<file path="src/rtl/board_fetch_arbiter_pkg.sv">
// Shared constants for the board fetch arbiter: entity/game codes, board geometry
// and the encodings of the board-RAM port phases.
package board_fetch_arbiter_pkg;

  localparam logic [2:0] ENT_NOTHING  = 3'd0;
  localparam logic [2:0] STATE_START  = 3'd1;
  localparam logic [2:0] STATE_INGAME = 3'd2;

  localparam int BOARD_H_SQUARE = 20;
  localparam int BOARD_V_SQUARE = 20;
  localparam int BOARD_H_TILES  = 32;
  localparam int BOARD_V_TILES  = 24;

  typedef logic [1:0] port_state_t;

  localparam port_state_t PORT_IDLE  = 2'd0;
  localparam port_state_t PORT_READ  = 2'd1;
  localparam port_state_t PORT_CAPT  = 2'd2;
  localparam port_state_t PORT_WRITE = 2'd3;

  // Counter width that never collapses to zero bits for tiny geometries.
  function automatic int clogW(input int n);
    return (n <= 2) ? 1 : $clog2(n);
  endfunction

endpackage

</file>
<file path="src/rtl/board_fetch_arbiter_if.sv">
// Board-RAM port plus game-logic write handshake; slave is the arbiter side,
// master is the RAM/game-logic side.
interface board_fetch_arbiter_if
  import board_fetch_arbiter_pkg::*;
#(
  parameter int ADDR_W = 10,
  parameter int ENT_W  = 3
) ();

  logic [ADDR_W-1:0] oRam_addr;
  logic              oRam_we;
  logic [ENT_W-1:0]  oRam_wdata;
  logic [ENT_W-1:0]  iRam_rdata;
  logic              iWr_req;
  logic [ADDR_W-1:0] iWr_addr;
  logic [ENT_W-1:0]  iWr_data;
  logic              oWr_ack;
  logic              oWr_drop;

  modport slave (
    output oRam_addr, oRam_we, oRam_wdata,
    input  iRam_rdata,
    input  iWr_req, iWr_addr, iWr_data,
    output oWr_ack, oWr_drop
  );

  modport master (
    input  oRam_addr, oRam_we, oRam_wdata,
    output iRam_rdata,
    output iWr_req, iWr_addr, iWr_data,
    input  oWr_ack, oWr_drop
  );

endinterface

</file>
<file path="src/rtl/board_fetch_arbiter_tile_pos_counter.sv">
// Raster-to-tile position counters: pixel-in-tile, column and row of the current
// pixel, plus the row and y of the line that follows.
module tile_pos_counter
  import board_fetch_arbiter_pkg::*;
#(
  parameter int H_SQUARE = BOARD_H_SQUARE,
  parameter int V_SQUARE = BOARD_V_SQUARE,
  parameter int H_TILES  = BOARD_H_TILES,
  parameter int V_TILES  = BOARD_V_TILES,
  parameter int V_TOTAL  = 525,
  parameter int PIX_W    = clogW(H_SQUARE),
  parameter int COL_W    = clogW(H_TILES + 1),
  parameter int LINE_W   = clogW(V_SQUARE),
  parameter int ROW_W    = clogW(V_TILES + 1)
) (
  input  logic             iVGA_CLK,
  input  logic             iReset_n,
  input  logic [9:0]       x_i,
  input  logic [9:0]       y_i,
  output logic [PIX_W-1:0] pix_o,
  output logic [COL_W-1:0] col_o,
  output logic [ROW_W-1:0] row_o,
  output logic [ROW_W-1:0] nextRow_o,
  output logic [9:0]       nextY_o
);

  localparam logic [PIX_W-1:0]  PIX_LAST  = PIX_W'(H_SQUARE - 1);
  localparam logic [LINE_W-1:0] LINE_LAST = LINE_W'(V_SQUARE - 1);
  localparam logic [COL_W-1:0]  COL_SAT   = COL_W'(H_TILES);
  localparam logic [ROW_W-1:0]  ROW_SAT   = ROW_W'(V_TILES);

  logic [PIX_W-1:0]  pix_q,  pix_d;
  logic [COL_W-1:0]  col_q,  col_d;
  logic [LINE_W-1:0] line_q, line_d;
  logic [ROW_W-1:0]  row_q,  row_d;

  // The registers hold the previous pixel's position; the raster advances by one
  // pixel per clock, so the current position is derived from them combinationally.
  always_comb begin
    pix_d  = pix_q;
    col_d  = col_q;
    line_d = line_q;
    row_d  = row_q;
    if (x_i == 10'd0) begin
      pix_d = '0;
      col_d = '0;
      if (y_i == 10'd0) begin
        line_d = '0;
        row_d  = '0;
      end else if (line_q == LINE_LAST) begin
        line_d = '0;
        if (row_q != ROW_SAT) row_d = row_q + 1'b1;
      end else begin
        line_d = line_q + 1'b1;
      end
    end else if (pix_q == PIX_LAST) begin
      pix_d = '0;
      if (col_q != COL_SAT) col_d = col_q + 1'b1;
    end else begin
      pix_d = pix_q + 1'b1;
    end
  end

  always_ff @(posedge iVGA_CLK or negedge iReset_n) begin
    if (!iReset_n) begin
      pix_q  <= '0;
      col_q  <= '0;
      line_q <= '0;
      row_q  <= '0;
    end else begin
      pix_q  <= pix_d;
      col_q  <= col_d;
      line_q <= line_d;
      row_q  <= row_d;
    end
  end

  always_comb begin
    nextY_o   = (y_i == 10'(V_TOTAL - 1)) ? 10'd0 : y_i + 10'd1;
    nextRow_o = row_d;
    if (nextY_o == 10'd0) begin
      nextRow_o = '0;
    end else if (line_d == LINE_LAST && row_d != ROW_SAT) begin
      nextRow_o = row_d + 1'b1;
    end
  end

  assign pix_o = pix_d;
  assign col_o = col_d;
  assign row_o = row_d;

endmodule

</file>
<file path="src/rtl/board_fetch_arbiter.sv">
// Prefetches board tiles one tile ahead of the VGA raster and shares the single
// board-RAM port between those fetches and game-logic tile writes.
module board_fetch_arbiter
  import board_fetch_arbiter_pkg::*;
#(
  parameter int H_SQUARE = BOARD_H_SQUARE,
  parameter int V_SQUARE = BOARD_V_SQUARE,
  parameter int H_TILES  = BOARD_H_TILES,
  parameter int V_TILES  = BOARD_V_TILES,
  parameter int H_ACTIVE = 640,
  parameter int V_ACTIVE = 480,
  parameter int V_TOTAL  = 525,
  parameter int ADDR_W   = 10,
  parameter int ENT_W    = 3
) (
  input  logic                 iVGA_CLK,
  input  logic                 iReset_n,
  input  logic [9:0]           ivga_x,
  input  logic [9:0]           ivga_y,
  input  logic [2:0]           iGame_state,
  board_fetch_arbiter_if.slave bus,
  output logic [ENT_W-1:0]     oSprite
);

  localparam int PIX_W   = clogW(H_SQUARE);
  localparam int COL_W   = clogW(H_TILES + 1);
  localparam int ROW_W   = clogW(V_TILES + 1);
  localparam int N_TILES = H_TILES * V_TILES;
  localparam logic [ENT_W-1:0] NOTHING = ENT_W'(ENT_NOTHING);

  logic [PIX_W-1:0] pix;
  logic [COL_W-1:0] col;
  logic [ROW_W-1:0] row, nextRow;
  logic [9:0]       nextY;

  tile_pos_counter #(
    .H_SQUARE(H_SQUARE), .V_SQUARE(V_SQUARE), .H_TILES(H_TILES),
    .V_TILES(V_TILES), .V_TOTAL(V_TOTAL)
  ) uPos (
    .iVGA_CLK (iVGA_CLK),
    .iReset_n (iReset_n),
    .x_i      (ivga_x),
    .y_i      (ivga_y),
    .pix_o    (pix),
    .col_o    (col),
    .row_o    (row),
    .nextRow_o(nextRow),
    .nextY_o  (nextY)
  );

  port_state_t       state_q, state_d;
  logic [ADDR_W-1:0] ramAddr_q, ramAddr_d;
  logic [ENT_W-1:0]  ramWdata_q, ramWdata_d;
  logic              ramWe_q, wrAck_q, wrDrop_q;
  logic [ENT_W-1:0]  nextCode_q, nextCode_d, curCode_q, curCode_d, sprite_q, sprite_d;

  logic inGame, hActive, vActive, inLineSlot, lineSlot, fetch, grant, inRange;
  logic [ADDR_W-1:0] fetchAddr;

  always_comb begin
    inGame     = (iGame_state == STATE_INGAME);
    hActive    = (ivga_x < 10'(H_ACTIVE));
    vActive    = (ivga_y < 10'(V_ACTIVE));
    inLineSlot = inGame && vActive && hActive && (pix == PIX_W'(H_SQUARE - 4))
                 && (col < COL_W'(H_TILES - 1));
    lineSlot   = inGame && (ivga_x == 10'(H_ACTIVE)) && (nextY < 10'(V_ACTIVE));
    fetch      = inLineSlot || lineSlot;
    fetchAddr  = inLineSlot ? ADDR_W'(int'(row) * H_TILES + int'(col) + 1)
                            : ADDR_W'(int'(nextRow) * H_TILES);
    inRange    = (int'(bus.iWr_addr) < N_TILES);
    // Masking on the registered ack stops a still-held request being granted twice.
    grant      = !fetch && bus.iWr_req && !wrAck_q;
  end

  always_comb begin
    state_d    = PORT_IDLE;
    ramAddr_d  = ramAddr_q;
    ramWdata_d = ramWdata_q;
    nextCode_d = nextCode_q;
    curCode_d  = curCode_q;
    if (fetch) begin
      state_d   = PORT_READ;
      ramAddr_d = fetchAddr;
    end else if (state_q == PORT_READ) begin
      state_d = PORT_CAPT;
    end else if (grant) begin
      state_d = PORT_WRITE;
    end
    if (grant && inRange) begin
      ramAddr_d  = bus.iWr_addr;
      ramWdata_d = bus.iWr_data;
    end
    if (state_q == PORT_CAPT) nextCode_d = bus.iRam_rdata;
    if (hActive && pix == '0) curCode_d = nextCode_q;
    sprite_d = (inGame && hActive && vActive) ? curCode_d : NOTHING;
  end

  always_ff @(posedge iVGA_CLK or negedge iReset_n) begin
    if (!iReset_n) begin
      state_q    <= PORT_IDLE;
      ramAddr_q  <= '0;
      ramWdata_q <= '0;
      ramWe_q    <= 1'b0;
      wrAck_q    <= 1'b0;
      wrDrop_q   <= 1'b0;
      nextCode_q <= NOTHING;
      curCode_q  <= NOTHING;
      sprite_q   <= NOTHING;
    end else begin
      state_q    <= state_d;
      ramAddr_q  <= ramAddr_d;
      ramWdata_q <= ramWdata_d;
      ramWe_q    <= grant && inRange;
      wrAck_q    <= grant;
      wrDrop_q   <= grant && !inRange;
      nextCode_q <= nextCode_d;
      curCode_q  <= curCode_d;
      sprite_q   <= sprite_d;
    end
  end

  assign bus.oRam_addr  = ramAddr_q;
  assign bus.oRam_we    = ramWe_q;
  assign bus.oRam_wdata = ramWdata_q;
  assign bus.oWr_ack    = wrAck_q;
  assign bus.oWr_drop   = wrDrop_q;
  assign oSprite        = sprite_q;

endmodule
</file>
<file path="src/flat_wrapper.sv">
// flat-port wrapper written by rule: the top's interface ports become plain ports
module board_fetch_arbiter_flat import board_fetch_arbiter_pkg::*;
#(
  parameter int H_SQUARE = BOARD_H_SQUARE,
  parameter int V_SQUARE = BOARD_V_SQUARE,
  parameter int H_TILES  = BOARD_H_TILES,
  parameter int V_TILES  = BOARD_V_TILES,
  parameter int H_ACTIVE = 640,
  parameter int V_ACTIVE = 480,
  parameter int V_TOTAL  = 525,
  parameter int ADDR_W   = 10,
  parameter int ENT_W    = 3
)
  (iVGA_CLK, iReset_n, ivga_x, ivga_y, iGame_state, oSprite, bus_oRam_addr, bus_oRam_we, bus_oRam_wdata, bus_iRam_rdata, bus_iWr_req, bus_iWr_addr, bus_iWr_data, bus_oWr_ack, bus_oWr_drop);
  board_fetch_arbiter_if #(.ADDR_W(ADDR_W), .ENT_W(ENT_W)) bus_i ();
  input  logic iVGA_CLK;
  input  logic iReset_n;
  input  logic [9:0] ivga_x;
  input  logic [9:0] ivga_y;
  input  logic [2:0] iGame_state;
  output logic [ENT_W-1:0] oSprite;
  output wire logic [$bits(bus_i.oRam_addr)-1:0] bus_oRam_addr;
  output wire logic [$bits(bus_i.oRam_we)-1:0] bus_oRam_we;
  output wire logic [$bits(bus_i.oRam_wdata)-1:0] bus_oRam_wdata;
  input wire logic [$bits(bus_i.iRam_rdata)-1:0] bus_iRam_rdata;
  input wire logic [$bits(bus_i.iWr_req)-1:0] bus_iWr_req;
  input wire logic [$bits(bus_i.iWr_addr)-1:0] bus_iWr_addr;
  input wire logic [$bits(bus_i.iWr_data)-1:0] bus_iWr_data;
  output wire logic [$bits(bus_i.oWr_ack)-1:0] bus_oWr_ack;
  output wire logic [$bits(bus_i.oWr_drop)-1:0] bus_oWr_drop;
  assign bus_oRam_addr = bus_i.oRam_addr;
  assign bus_oRam_we = bus_i.oRam_we;
  assign bus_oRam_wdata = bus_i.oRam_wdata;
  assign bus_i.iRam_rdata = bus_iRam_rdata;
  assign bus_i.iWr_req = bus_iWr_req;
  assign bus_i.iWr_addr = bus_iWr_addr;
  assign bus_i.iWr_data = bus_iWr_data;
  assign bus_oWr_ack = bus_i.oWr_ack;
  assign bus_oWr_drop = bus_i.oWr_drop;
  board_fetch_arbiter #(.H_SQUARE(H_SQUARE), .V_SQUARE(V_SQUARE), .H_TILES(H_TILES), .V_TILES(V_TILES), .H_ACTIVE(H_ACTIVE), .V_ACTIVE(V_ACTIVE), .V_TOTAL(V_TOTAL), .ADDR_W(ADDR_W), .ENT_W(ENT_W)) u_core (.iVGA_CLK(iVGA_CLK), .iReset_n(iReset_n), .ivga_x(ivga_x), .ivga_y(ivga_y), .iGame_state(iGame_state), .bus(bus_i), .oSprite(oSprite));
endmodule
</file>
<file path="config.mk">
export PLATFORM = sky130hd
export DESIGN_NAME = board_fetch_arbiter_flat
export DESIGN_NICKNAME = d
export VERILOG_FILES = /design/src/rtl/board_fetch_arbiter_pkg.sv /design/src/rtl/board_fetch_arbiter_if.sv /design/src/rtl/board_fetch_arbiter_tile_pos_counter.sv /design/src/rtl/board_fetch_arbiter.sv /design/src/flat_wrapper.sv
export SDC_FILE = /design/constraint.sdc
export NUM_CORES = 1
export LEC_CHECK = 0
export CORE_MARGIN = 2
export CORE_UTILIZATION = 50
export DETAILED_ROUTE_END_ITERATION = 10
export HOLD_SLACK_MARGIN = 0.05
export PLACE_DENSITY_LB_ADDON = 0.1
export SLEW_MARGIN = 20
export SYNTH_ARGS = -nofsm -noshare
export SYNTH_HDL_FRONTEND = slang
export SYNTH_SLANG_ARGS = --single-unit
</file>
<file path="constraint.sdc">
create_clock -name iVGA_CLK -period 4.7 [get_ports iVGA_CLK]
set_input_delay 0.705 -clock iVGA_CLK [delete_from_list [all_inputs] [get_ports iVGA_CLK]]
set_output_delay 0.705 -clock iVGA_CLK [all_outputs]
set_load 0.005 [all_outputs]
</file>
Word level (Yosys, flattened, before mapping)
Index checks and enable logic that the tools add are counted.
{"block": "totals", "output_inout_bits": 19, "ramBits": 0, "regBits": 48, "romBits": 0, "input_bits": 42, "latchBits": 0, "mem_count": 0, "elab_cells": 84}
{"block": "op_classes", "multipliers": 0, "bitwise_logic": 0, "add_sub_neg": 8, "magnitude_cmp": 5, "n_div": 0, "mux": 23, "n_reduce_logical": 23, "n_shift": 0, "eq_ne": 12}
{"op": "two-way mux 5 bit", "count": 11}
{"op": "two-way mux 10 bit", "count": 4}
{"op": "zero test 10 bit", "count": 3}
{"op": "adder 5 x 1 -> 5 bit (second input constant)", "count": 4}
{"op": "equality test 10 bit (second input constant)", "count": 2}
{"op": "equality test 5 bit (second input constant)", "count": 4}
{"op": "less-than comparator 10 bit (second input constant)", "count": 2}
{"op": "less-than comparator 10 x 9 -> 1 bit (second input constant)", "count": 2}
{"op": "two-way mux 6 bit", "count": 3}
{"op": "logical AND 1 bit", "count": 14}
{"op": "adder 10 x 1 -> 10 bit (second input constant)", "count": 1}
{"op": "adder 10 x 2 -> 10 bit (second input constant)", "count": 1}
{"op": "adder 10 x 6 -> 10 bit", "count": 1}
{"op": "!= test 5 bit (second input constant)", "count": 2}
{"op": "adder 6 x 1 -> 6 bit (second input constant)", "count": 1}
{"op": "less-than comparator 6 x 5 -> 1 bit (second input constant)", "count": 1}
{"op": "two-way mux 2 bit", "count": 3}
{"op": "two-way mux 3 bit", "count": 2}
{"op": "!= test 6 bit (second input constant)", "count": 1}
{"op": "zero test 5 bit", "count": 1}
{"op": "equality test 3 x 2 -> 1 bit (second input constant)", "count": 1}
{"op": "zero test 1 bit", "count": 3}
{"op": "equality test 2 x 1 -> 1 bit (second input constant)", "count": 1}
{"op": "equality test 2 bit (second input constant)", "count": 1}
{"op": "other kinds (2)", "count": 2}

Depth between registers and ports, before layout
Gate-level depths: netlist of run 1.
{"block": "depth", "depth_word": 13, "depth_mapped": 14, "depth_no_buf": 13}

By module
Synthesis of run 1 repeated with hierarchy kept, for this count alone.
{"block": "unflattened", "hier_cells": 334, "area_unflattened_um2": 3120.5}
{"module": "tile_pos_counter", "cells_per_inst": 207, "area_each_um2": 1704.1, "instances": 1, "seq_area_each_um2": 525.5}
{"module": "board_fetch_arbiter", "cells_per_inst": 127, "area_each_um2": 1416.4, "instances": 1, "seq_area_each_um2": 675.6}

Least setup slack after synthesis of run 1
Ideal clock, no wire load.
{"block": "synth_timing", "kind": "input port to flip-flop", "start": "in ivga_x[2]", "end": "reg u_core.ramAddr_q[9], in the netlist u_core.bus.oRam_addr[9]", "setup_slack_ns": 1.051, "setup_time_ns": 0.132, "required_ns": 4.568, "path_buffers": 2, "arrival_time_ns": 3.517, "stages": 12, "cell_sequence": "or4_4 > or3_1 > buf_2 > buf_2 > a21oi_1 > a2bb2oi_1 > inv_1 > ha_1 > a31o_1 > and3b_1 > a221oi_2 > o22ai_2"}
{"block": "synth_via", "elab_cells_between_ends": 31, "cone_classes": "add/sub (3); order compare (2); eq/ne (4); mux (9); reduce/logical (13)"}
{"item": "start, declared", "line": "flat_wrapper.sv:18", "source": "input logic [9:0] ivga_x;"}
{"item": "zero test 10 bit *", "line": "board_fetch_arbiter_tile_pos_counter.sv:44", "source": "if (x_i == 10'd0) begin"}
{"item": "two-way mux 5 bit *", "line": "board_fetch_arbiter_tile_pos_counter.sv:44"}
{"item": "via u_core.row[0]", "line": "board_fetch_arbiter.sv:33", "source": "logic [ROW_W-1:0] row, nextRow;"}
{"item": "parallel branches: the longest is 4 deep, another holds adder 10 x 6 -> 10 bit"}
{"item": "two-way mux 10 bit *", "line": "board_fetch_arbiter.sv:68", "source": "fetchAddr = inLineSlot ? ADDR_W'(int'(row) * H_TILES + int'(col) + 1)"}
{"item": "two-way mux 10 bit *", "line": "board_fetch_arbiter.sv:81", "source": "if (fetch) begin"}
{"item": "two-way mux 10 bit *", "line": "board_fetch_arbiter.sv:89", "source": "if (grant && inRange) begin"}
{"item": "end signal, assigned", "line": "board_fetch_arbiter.sv:111", "source": "ramAddr_q <= ramAddr_d;"}
{"item": "end, declared", "line": "board_fetch_arbiter.sv:52", "source": "logic [ADDR_W-1:0] ramAddr_q, ramAddr_d;"}
Mark *: on every way through the listed nets, which the timed path passes. The select of a mux whose other input is x is not followed.
A chain may end at the register's enable or synchronous reset.

Final worst setup path of run 1
{"block": "layout_timing", "start": "in ivga_y[0]", "end": "reg u_core.ramAddr_q[9], in the netlist u_core.bus.oRam_addr[9]"}
{"block": "layout_via", "elab_cells_between_ends": 33, "cone_classes": "add/sub (4); order compare (2); eq/ne (3); mux (10); reduce/logical (14)"}
{"item": "start, declared", "line": "flat_wrapper.sv:19", "source": "input logic [9:0] ivga_y;"}
{"item": "zero test 10 bit *", "line": "board_fetch_arbiter_tile_pos_counter.sv:47", "source": "if (y_i == 10'd0) begin"}
{"item": "two-way mux 5 bit *", "line": "board_fetch_arbiter_tile_pos_counter.sv:47"}
{"item": "two-way mux 5 bit *", "line": "board_fetch_arbiter_tile_pos_counter.sv:44"}
{"item": "via u_core.row[0]", "line": "board_fetch_arbiter.sv:33"}
{"item": "parallel branches: the longest is 4 deep, another holds adder 10 x 6 -> 10 bit"}
{"item": "two-way mux 10 bit *", "line": "board_fetch_arbiter.sv:68"}
{"item": "two-way mux 10 bit *", "line": "board_fetch_arbiter.sv:81"}
{"item": "two-way mux 10 bit *", "line": "board_fetch_arbiter.sv:89"}
Marks and branches as above.

==> run summary, run 1 <==
final setup TNS - 0 ns
max-cap viol count - 0
fraction of final layout cells sized beyond drive strength 1 - 8.64%
vias per cell - 5.91
sequential-to-total area share from yosys stat - 38.1%
asr flop ratio synth - 100%
Final HPWL DP - 5640 µm
GRT Total Usage - 21.9%
clk_skew - 0.0106 ns
most frequent cells in the layout - 59 x clkdlybuf4s50_1, 48 x dfrtp_1, 28 x nor2_1, 23 x nand2_1
Final Max Tran Viols - 0
nets - 458
crit path launch type - primary input
number of remaining DRC errors - 0
Worst-Skew Late Latency - 0.30 ns
most common cell after layout, fill and taps aside - clkdlybuf4s50_1
Max Clock Freq - 267 MHz
Hold Slack - 0.396 ns
synthesized area per cell - 9.21 µm²
Cell Area, Synth - 3150 µm²
status - finished, final reports clean
post-synth cell types - 70
Post-Syn Nets - 396
Ys Warns - 0
initial core utilization - 52.6%
H-Tree Depth - 2
WL/cell - 15.1 µm
WS Path Type - in -> reg
Rel. slew slack - 53.6%
RSZ-0062 raised after global routing - no
CTS Buf Count - 5
Tmin final - 3.75 ns
Req. time, crit path - 4.88 ns
final core occ - 66.0%
Port Buffers - 60
Hold Crit Class - in -> async
slowest cell on the critical path - clkdlybuf4s50_1
number of fill cells - 520
post-CTS setup buffers - 0
post-CTS sizing - 0
fin crit share - 79.8%
io pins - 61
total gr overflow - 0
WP data arrival - 3.93 ns
die area - 6950 µm²
Crit. End Element - flip-flop
FF+latch count, synth - 48
TritonCTS clock tree - done
post-layout power - 1370 µW
Routed WL - 7250 µm
diodes inserted - 0
leakage dissipation - 0.00164 µW
hold_buf cts - 0
number of antenna violations at the first check in global routing - 0
Worst-path clk slew - 0.10 ns
largest net degree at the start of global routing - 49
R2R setup slack - 1.09 ns
chip height - 83.4 µm
clk buf depth - 2
CTS root buf - clkbuf_8
Starting DRT DRC Count - 131
Slowest Stage Delay on Critical Path - 0.47 ns
# rows - 28
PD cells - 347 nW/µm²
# clock sinks - 48
EDFF count, synth - 0
remaining antenna violation count - 0
worst path cell trace - clkdlybuf4s50_1 -> inv_1 -> ha_1 -> nor3b_1 -> nand3_1 -> a21oi_1 -> a2bb2oi_1 -> inv_1 -> ha_1 -> a31o_1 -> and3b_1 -> a221oi_2 -> o22ai_2
CP delay by family, top - compound AO/OA/AOI/OAI gates
Final Hold Fails - 0
Die W - 83.4 µm
Synth Flop Type - dfrtp_1
number of global-route vias before repair - 2800
Worst Path Buf+Inv - 3
DRT Pass-1 Iters - 4
Slew @ Worst Pin - 0.687 ns
RD Place Congestion - 0.909
CP Max Fanout - 5
detailed-route via count - 2837
global-route wire length before repair - 12600 µm
Max VDD drop - 0.238 mV
Syn Inst Count - 342
# setup viols final - 0
Core Area - 5990 µm²
Layout area overhead - 25.5%
-- routing by layer --
metal,GRT usage (%),share of wire (%)
met5,0,0
met4,6.26,1.0
met3,2.78,3.2
met2,39.3,52
met1,27.6,43
-- synth_stat cells (5+ instances only) --
master | instances | area share, %
a21oi_1 | 12 | 1.9
and2_1 | 6 | 1.2
and3_1 | 6 | 1.2
clkbuf_1 | 5 | 0.60
dfrtp_1 | 48 | 38
ha_1 | 12 | 4.8
inv_1 | 16 | 1.9
mux2_2 | 12 | 4.3
nand2_1 | 23 | 2.7
nand3_1 | 15 | 2.4
nand4_1 | 5 | 0.99
nor2_1 | 28 | 3.3
nor2b_1 | 9 | 1.8
nor3_1 | 13 | 2.1
nor3b_1 | 5 | 1.2
o21ai_0 | 16 | 2.5
o22ai_1 | 5 | 0.99
or3_1 | 5 | 0.99
xnor2_1 | 12 | 3.3
-- kinds of logic after synthesis --
kind of cell / synth area share, %
AO/OA/AOI/OAI: 17.3
XOR/XNOR: 4.17
adder cells (fa/ha/maj): 4.77
buffers and inverters: 3.22
flip-flops: 38.1
multiplexers: 6.31
AND/OR/NAND/NOR: 26.1
-- stage by stage --
| stage | instances | area [µm²] | worst slack, ns |
|---|---|---|---|
| after floorplan | 342 | 3150 | 1.05 |
| after global placement | 472 | 3830 | 0.740 |
| after detailed placement | 472 | 3830 | 0.638 |
| after CTS | 480 | 3950 | 0.957 |
| after global routing | 480 | 3950 | 0.646 |
| final | 480 | 3950 | 0.950 |
-- state kept, by name (all words and copies together) (netlist names) --
register,cells
u_core.bus.oRam_addr,10
u_core.uPos.col_q,6
u_core.uPos.line_q,5
u_core.uPos.pix_q,5
u_core.uPos.row_q,5
u_core.bus.oRam_wdata,3
u_core.curCode_q,3
u_core.nextCode_q,3
u_core.oSprite,3
u_core.state_q,2
u_core.bus.oRam_we,1
u_core.bus.oWr_ack,1
u_core.bus.oWr_drop,1
-- final timing paths --
path | from | endpoint | depth (start not counted)
setup / recovery | ivga_y[0] | u_core.bus.oRam_addr[9] | 13
hold / removal | iReset_n | u_core.uPos.pix_q[3] | 1
setup reg to reg | u_core.uPos.line_q[0] | u_core.bus.oRam_addr[9] | 11
hold reg to reg | u_core.bus.oRam_wdata[1] | u_core.bus.oRam_wdata[1] | 1
max in group asynchronous | iReset_n | u_core.uPos.row_q[2] | 1
min in group iVGA_CLK | u_core.bus.oRam_wdata[1] | u_core.bus.oRam_wdata[1] | 1
-- final cells by class --
class                      count  area [µm²]  share of cell area [%]
inverter                      18        67.6                    1.71
clock buffer                   6        82.6                    2.09
clock inverter                 2        38.8                   0.981
multi-input combinational    268        1850                    46.8
timing repair buffer          63         621                    15.7
sequential                    48        1200                    30.4
tap                           75        93.8                    2.37
-- where the power goes --
group	switching [µW]	internal (µW)
combinational	227	257
sequential	71.6	501
clock	141	174
total	439	932
(Power assumes the default switching activity.)
==> run 2: changes to the inputs <==
- clock period: 4.7 -> 3.8 ns (I/O delays scaled with it)
==> run summary, run 2 (synthesized netlist as in run 1, its figures left out) <==
nets - 470
detailed-route via count - 2877
die area - 6950 µm²
post-layout power - 1640 µW
Req. time, crit path - 4.01 ns
vias per cell - 5.85
Port Buffers - 60
total gr overflow - 0
io pins - 61
fin crit share - 89.7%
# clock sinks - 48
Net Sw Power - 552 µW
Flop pwr share - 43.2%
Crit. End Element - flip-flop
Max VDD drop - 0.304 mV
Rel. slew slack - 52.6%
GR peak layer - met2
Die W - 83.4 µm
Clk pwr share - 19.4%
GRT Total Usage - 23.0%
met2 usage - 42.1%
Tmin final - 3.41 ns
number of fill cells - 502
Routed WL - 7680 µm
Slew @ Worst Pin - 0.710 ns
DRT Pass-1 Iters - 4
PD cells - 408 nW/µm²
reg2reg path depth - 11
leakage dissipation - 0.00168 µW
WS Path Type - reg -> reg
Hold Slack - 0.285 ns
diodes inserted - 0
Final Max Tran Viols - 0
chip height - 83.4 µm
Starting DRT DRC Count - 165
Gate power share - 37.4%
Hold Crit Class - in -> async
H-Tree Depth - 2
clk buf depth - 2
WL/cell - 15.6 µm
number of remaining DRC errors - 0
hold_buf cts - 0
RSZ-0062 raised after global routing - no
WP data arrival - 3.62 ns
number of antenna violations at the first check in global routing - 0
clk_skew - 0.00495 ns
Final Hold Fails - 0
grt met1 use - 29.4%
# setup viols final - 0
max reg flops - 10
Switching Fraction - 33.7%
# rows - 28
crit path launch type - flip-flop
Max Clock Freq - 293 MHz
met3 Use GR - 2.29%
most frequent cells in the layout - 59 x clkdlybuf4s50_1, 48 x dfrtp_1, 28 x nor2_1, 23 x nand2_1
P_int - 1090 µW
RD Place Congestion - 0.913
Final HPWL DP - 5980 µm
largest net degree at the start of global routing - 49
fraction of final layout cells sized beyond drive strength 1 - 11.3%
Layout area overhead - 27.6%
Worst-Skew Late Latency - 0.30 ns
CP Max Fanout - 9
remaining antenna violation count - 0
CTS Buf Count - 5
Worst-path clk slew - 0.09 ns
number of global-route vias before repair - 2860
final setup TNS - 0 ns
CTS root buf - clkbuf_8
Core Area - 5990 µm²
most common cell after layout, fill and taps aside - clkdlybuf4s50_1
global-route wire length before repair - 13300 µm
max-cap viol count - 0
initial core utilization - 52.6%
status - finished, final reports clean
TritonCTS clock tree - done
run 2: cell count changes in the layout (fill, tap and decap cells not counted):
cell	delta
buf_4	+12
bufinv_16	-1
clkbuf_1	+1
clkinv_4	-1
clkinvlp_4	+1
o2111ai_1	-1
o2111ai_2	+1
run 2: final timing paths:
kind	endpoint	from	slack (ns)
max in group asynchronous	u_core.uPos.row_q[0]	iReset_n	3.11
worst min register to register	u_core.bus.oRam_wdata[0]	u_core.bus.oRam_wdata[0]	0.49
min in group iVGA_CLK	u_core.bus.oRam_wdata[0]	u_core.bus.oRam_wdata[0]	0.49
worst max register to register	u_core.bus.oRam_addr[8]	u_core.uPos.pix_q[0]	0.39
worst max-delay path	u_core.bus.oRam_addr[8]	u_core.uPos.pix_q[0]	0.39
worst min-delay path	u_core.uPos.col_q[1]	iReset_n	0.29
run 2: layer usage:
metal	up-vias	wire [µm]
met4	0	82
met2	66	3940
li1	1411	-
met5	-	0
met3	7	234
met1	1393	3430
run 2: critical path, cell delays in order, from the launching register on:
cell and delay, ns:
dfrtp_1 0.39, ha_1 0.27, nand4bb_1 0.23, a31oi_1 0.43, xnor2_1 0.12, nor2_1 0.20, ha_1 0.23, nand3b_1 0.20
o2111ai_1 0.65, nand4b_1 0.19, a211o_1 0.33, o211ai_1 0.09
run 2: power by group through the flow:
stage / combinational [µW] / sequential (µW) / clock (µW)
3_5_place_dp: 607 / 721 / 0
3_3_place_gp: 585 / 716 / 0
5_1_grt: 687 / 729 / 343
6_report: 613 / 709 / 318
4_1_cts: 611 / 711 / 321
2_1_floorplan: 399 / 693 / 0
run 2: cell type report:
| class | count | area (µm²) | share of cell area [%] |
|---|---|---|---|
| Clock buffer | 7 | 86.3 | 2.15 |
| Inverter | 18 | 67.6 | 1.68 |
| Timing Repair Buffer | 75 | 711 | 17.7 |
| Multi-Input combinational cell | 268 | 1850 | 46.1 |
| Sequential cell | 48 | 1200 | 29.9 |
| Tap cell | 75 | 93.8 | 2.33 |
| Clock inverter | 1 | 7.51 | 0.187 |
run 2: through the flow:
step	utilization [%]	instances	setup slack (ns)	instance area [µm²]
after CTS	67.0	492	0.309	4010
after floorplan	-	342	0.286	3150
after global routing	67.1	492	0.117	4020
final	67.1	492	0.392	4020
after detailed placement	65.4	484	0.131	3920
after global placement	65.4	484	0.223	3920
run 2: timing repair:
| action | 4_1_cts | 5_1_grt |
|---|---|---|
| endpoints found under the setup margin | 0 | 3 |
| buffers inserted | 0 | 0 |
| hold endpoints to repair | 0 | 0 |
| gates resized for setup | 0 | 1 |
